**src/rtl/hazard_detection_unit_pkg.sv**
```systemverilog
// Shared CPU types: register-address width and the register-address type
// used by the register file, forwarding unit and hazard detection unit.
package hazard_detection_unit_pkg;

  localparam int unsigned REG_AW = 4;

  typedef logic [REG_AW-1:0] reg_addr_t;

endpackage : hazard_detection_unit_pkg

```
**src/rtl/hazard_detection_unit.sv**
```systemverilog
// Load-use hazard detector for the ID stage of the 5-stage pipeline.
// A load in ID/EX whose destination matches either source of the IF/ID
// instruction freezes PC and IF/ID (wr_enable=0) and injects a bubble.
// Ports:
//   clk, rst            rising-edge clock, synchronous active-high reset
//   memRead             ID/EX instruction is a load
//   r2IDEX              load destination register in ID/EX
//   r1IFID, r2IFID      source registers of the IF/ID instruction
//   wr_enable, bubble   combinational stall controls (independent of rst)
//   stall_q             a stall was signalled in the previous cycle
//   stall_count         saturating count of stall cycles since reset
module hazard_detection_unit
  import hazard_detection_unit_pkg::*;
#(
  parameter int unsigned REG_AW          = hazard_detection_unit_pkg::REG_AW,
  parameter int unsigned CNT_W           = 16,
  parameter bit          ZERO_REG_EXEMPT = 1'b0
) (
  input  logic              clk,
  input  logic              rst,
  input  logic              memRead,
  input  logic [REG_AW-1:0] r2IDEX,
  input  logic [REG_AW-1:0] r1IFID,
  input  logic [REG_AW-1:0] r2IFID,
  output logic              wr_enable,
  output logic              bubble,
  output logic              stall_q,
  output logic [CNT_W-1:0]  stall_count
);

  localparam logic [CNT_W-1:0] CNT_MAX = '1;

  logic             hazard;
  logic             zero_masked;
  logic             stall_d;
  logic [CNT_W-1:0] stall_count_d;
  logic [CNT_W-1:0] stall_count_q;

  // Comparator; register 0 optionally never stalls (hardwired-zero ISAs)
  always_comb begin
    zero_masked = ZERO_REG_EXEMPT && (r2IDEX == '0);
    hazard      = memRead && ((r2IDEX == r1IFID) || (r2IDEX == r2IFID))
                  && !zero_masked;
    wr_enable   = !hazard;
    bubble      = hazard;
  end

  // Next-state for stall bookkeeping; counter holds at all-ones
  always_comb begin
    stall_d       = hazard;
    stall_count_d = stall_count_q;
    if (hazard && (stall_count_q != CNT_MAX)) begin
      stall_count_d = stall_count_q + CNT_W'(1);
    end
  end

  // Bookkeeping registers; reset wins over a same-cycle increment
  always_ff @(posedge clk) begin
    if (rst) begin
      stall_q       <= 1'b0;
      stall_count_q <= '0;
    end else begin
      stall_q       <= stall_d;
      stall_count_q <= stall_count_d;
    end
  end

  assign stall_count = stall_count_q;

endmodule : hazard_detection_unit

```
**config.mk**
```make
export PLATFORM = sky130hd
export DESIGN_NAME = hazard_detection_unit
export DESIGN_NICKNAME = d
export VERILOG_FILES = /design/src/rtl/hazard_detection_unit_pkg.sv /design/src/rtl/hazard_detection_unit.sv
export SDC_FILE = /design/constraint.sdc
export NUM_CORES = 1
export LEC_CHECK = 0
export ABC_AREA = 1
export CORE_ASPECT_RATIO = 1.75
export CORE_UTILIZATION = 40
export DETAILED_ROUTE_END_ITERATION = 8
export DONT_BUFFER_PORTS = 1
export GPL_TIMING_DRIVEN = 0
export PLACE_DENSITY = 0.63
export SLEW_MARGIN = 20
export SYNTH_ARGS = -nofsm -noshare
export SYNTH_HDL_FRONTEND = slang
export SYNTH_SLANG_ARGS = --single-unit
```
**constraint.sdc**
```tcl
create_clock -name clk -period 4.28 [get_ports clk]
set_clock_uncertainty 0.15 [all_clocks]
set_input_delay 0.214 -clock clk [delete_from_list [all_inputs] [get_ports clk]]
set_output_delay 0.214 -clock clk [all_outputs]
set_load 0.01 [all_outputs]
```
==> results.json <==
{
  "relSlewSlack_pct": 65.5,
  "yosysMostFrequentCell": "nand2_1",
  "drc": 0,
  "diodes": 0,
  "die_y_um": 74.0,
  "grt_use_total_pct": 17.5,
  "finalSetupTns_ps": 0,
  "cts_buffers": 3,
  "cts_hold_buf": 1,
  "rsz0062_at_grt": "no",
  "routedWlPerCell_um": 10.9,
  "synth-edff-count": 0,
  "synth_top_area_share_pct": 28.7,
  "r2r-start": "stall_count[0]$_SDFFE_PP0P_",
  "syn_area_per_cell_um2": 5.87,
  "start_kind": "flop",
  "clkTransAtPathRegs_ps": 70,
  "p_leak_nw": 0.723,
  "drt_iter0_drc": 17,
  "num_vias": 1109,
  "outcome": "completed",
  "worstHoldStart": "memRead",
  "final-setup-viol-count": 0,
  "drtAntennaViolNets": 0,
  "cts_tree": "done",
  "drive_gt1_share_pct": 5.80,
  "min_period_ps": 1910,
  "finalWirelength_mm": 2.56,
  "synthTopCellsByArea": "dfxtp_1 (29%), nand2_1 (23%), nor2_1 (13%)",
  "yosys_most_used_dff": "dfxtp_1",
  "synth_area_leader_cell": "dfxtp_1",
  "startpoint": "stall_count[0]$_SDFFE_PP0P_",
  "area_growth_pct": 7.49,
  "dp_hpwl_mm": 2.00,
  "num_rows": 25,
  "synthCells": 202,
  "start_util_pct": 43.1,
  "crit_arrival_ps": 1950,
  "dieWidth_um": 43.2,
  "cts.path.max_buffers": 2,
  "grt_pass1_wl_mm": 4.22,
  "portBuffers": 0,
  "grt_start_max_net_pins": 11,
  "fmax_ghz": 0.525,
  "syn_nets": 218,
  "cts_resized": 0,
  "clk_latency_ps": 250,
  "peakVddDrop_v": 0.000138,
  "whs_ps": 14.7,
  "cts_root_buffer": "clkbuf_8",
  "worst-r2r-setup-slack_ps": 2370,
  "ys_seq_area_share_pct": 28.7,
  "cts_setup_buffers": 0,
  "endpoint_kind": "flop",
  "core_um2": 2750,
  "ys_ff_latch": 17,
  "finalNetCount": 224,
  "crit_type": "flop to flop",
  "max_cap_viol_count": 0,
  "synth.distinct_cells": 18,
  "globalplace.congestion": 0.771,
  "max_slew.worst_pin.slew_ps": 517,
  "grt_pass1_vias": 1060,
  "io_pins": 34,
  "finalCritPeriodShare_pct": 44.5,
  "crit_fanout": 10,
  "h-tree-depth": 1,
  "die-area_um2": 3200,
  "vias_per_cell": 4.74,
  "drt_first_pass_iters": 4,
  "overflow": 0,
  "maxSlewViolCount": 0,
  "cts_sinks": 17,
  "antenna_found_initial": 0,
  "async_flop_share_pct": 0,
  "min_path_type": "input pin to flop",
  "yosys-top-cells-count": "nand2_1 (72), nor2_1 (40), inv_1 (36), dfxtp_1 (17), xor2_1 (11)",
  "powerDensity_nw_per_um2": 291,
  "nFillCells": 303,
  "crit_required_ps": 4330,
  "hold_viol": 0,
  "syn-cell-area_um2": 1190,
  "synth_warnings": 0
}
critical path, stage by stage (launching register included):
cell and delay, ps:
dfxtp_1 440, ha_1 280, nand3_2 110, nor2_4 160, nand4_2 150, nand3_2 120, buf_6 140, buf_6 150
nor2_1 50, nor2_1 90
per-stage QoR:
step	cells	instance area, um^2	utilization (%)	worst slack (ps)	power [mW]
after floorplan	202	1190	-	2640	0.238
after global placement	229	1220	44.3	2370	0.250
after detailed placement	229	1220	44.3	2370	0.251
after CTS	234	1270	46.3	2350	0.378
after global routing	234	1270	46.3	2230	0.395
final	234	1270	46.3	2370	0.371
layout make-up:
cell class,count,area (um^2),share of cell area [%]
inverter,36,135,10.6
multi-input combinational,145,677,53.1
clock buffer,4,45.0,3.53
tap,27,33.8,2.65
buffer,4,33.8,2.65
timing repair buffer,1,10.0,0.785
sequential,17,340,26.7
per-layer routing:
layer  wire length (um)  share of wire, %  up-vias  track usage (%)
met5                  0                 0        -                0
met4                 80               3.1        0             11.4
met3                155               6.0        7             4.13
met2               1390                54       34             33.0
met1                932                36      469             16.1
li1                   -                 -      599                -
state kept, by name, summed over array words and instances (netlist names):
| name | cells |
|---|---|
| stall_q | 1 |
| stall_count | 16 |
logic make-up after synthesis:
family / Yosys count / share of synthesized area [%]
compound gates: 5 / 2.74
fa+ha+maj: 1 / 1.05
buf+inv: 40 / 14.2
simple gates: 128 / 45.1
xor+xnor: 11 / 8.12
flops: 17 / 28.7
cells in the final DEF (no fill, tap or decap), types with 2 or more instances in the layout:
cell      count
dfxtp_1      17
clkbuf_1      2
nand4_1       3
o21bai_1      3
nand2_1      72
xor2_1       11
nand3_1       6
inv_1        36
nand3_2       2
nor2_4        2
buf_6         2
clkbuf_8      3
o21ai_0       2
nor2_1       40
path summary, 6_finish.rpt:
check / end / depth (start not counted)
max: stall_count[14]$_SDFFE_PP0P_ / 9
min: stall_count[3]$_SDFFE_PP0P_ / 3
min reg2reg: stall_count[1]$_SDFFE_PP0P_ / 4
max reg2reg: stall_count[14]$_SDFFE_PP0P_ / 9
power by group:
part | internal, mW | switching, mW
Combinational | 0.0240 | 0.0353
Sequential | 0.169 | 0.0193
Clock | 0.0662 | 0.0577
(Power assumes the default switching activity.)
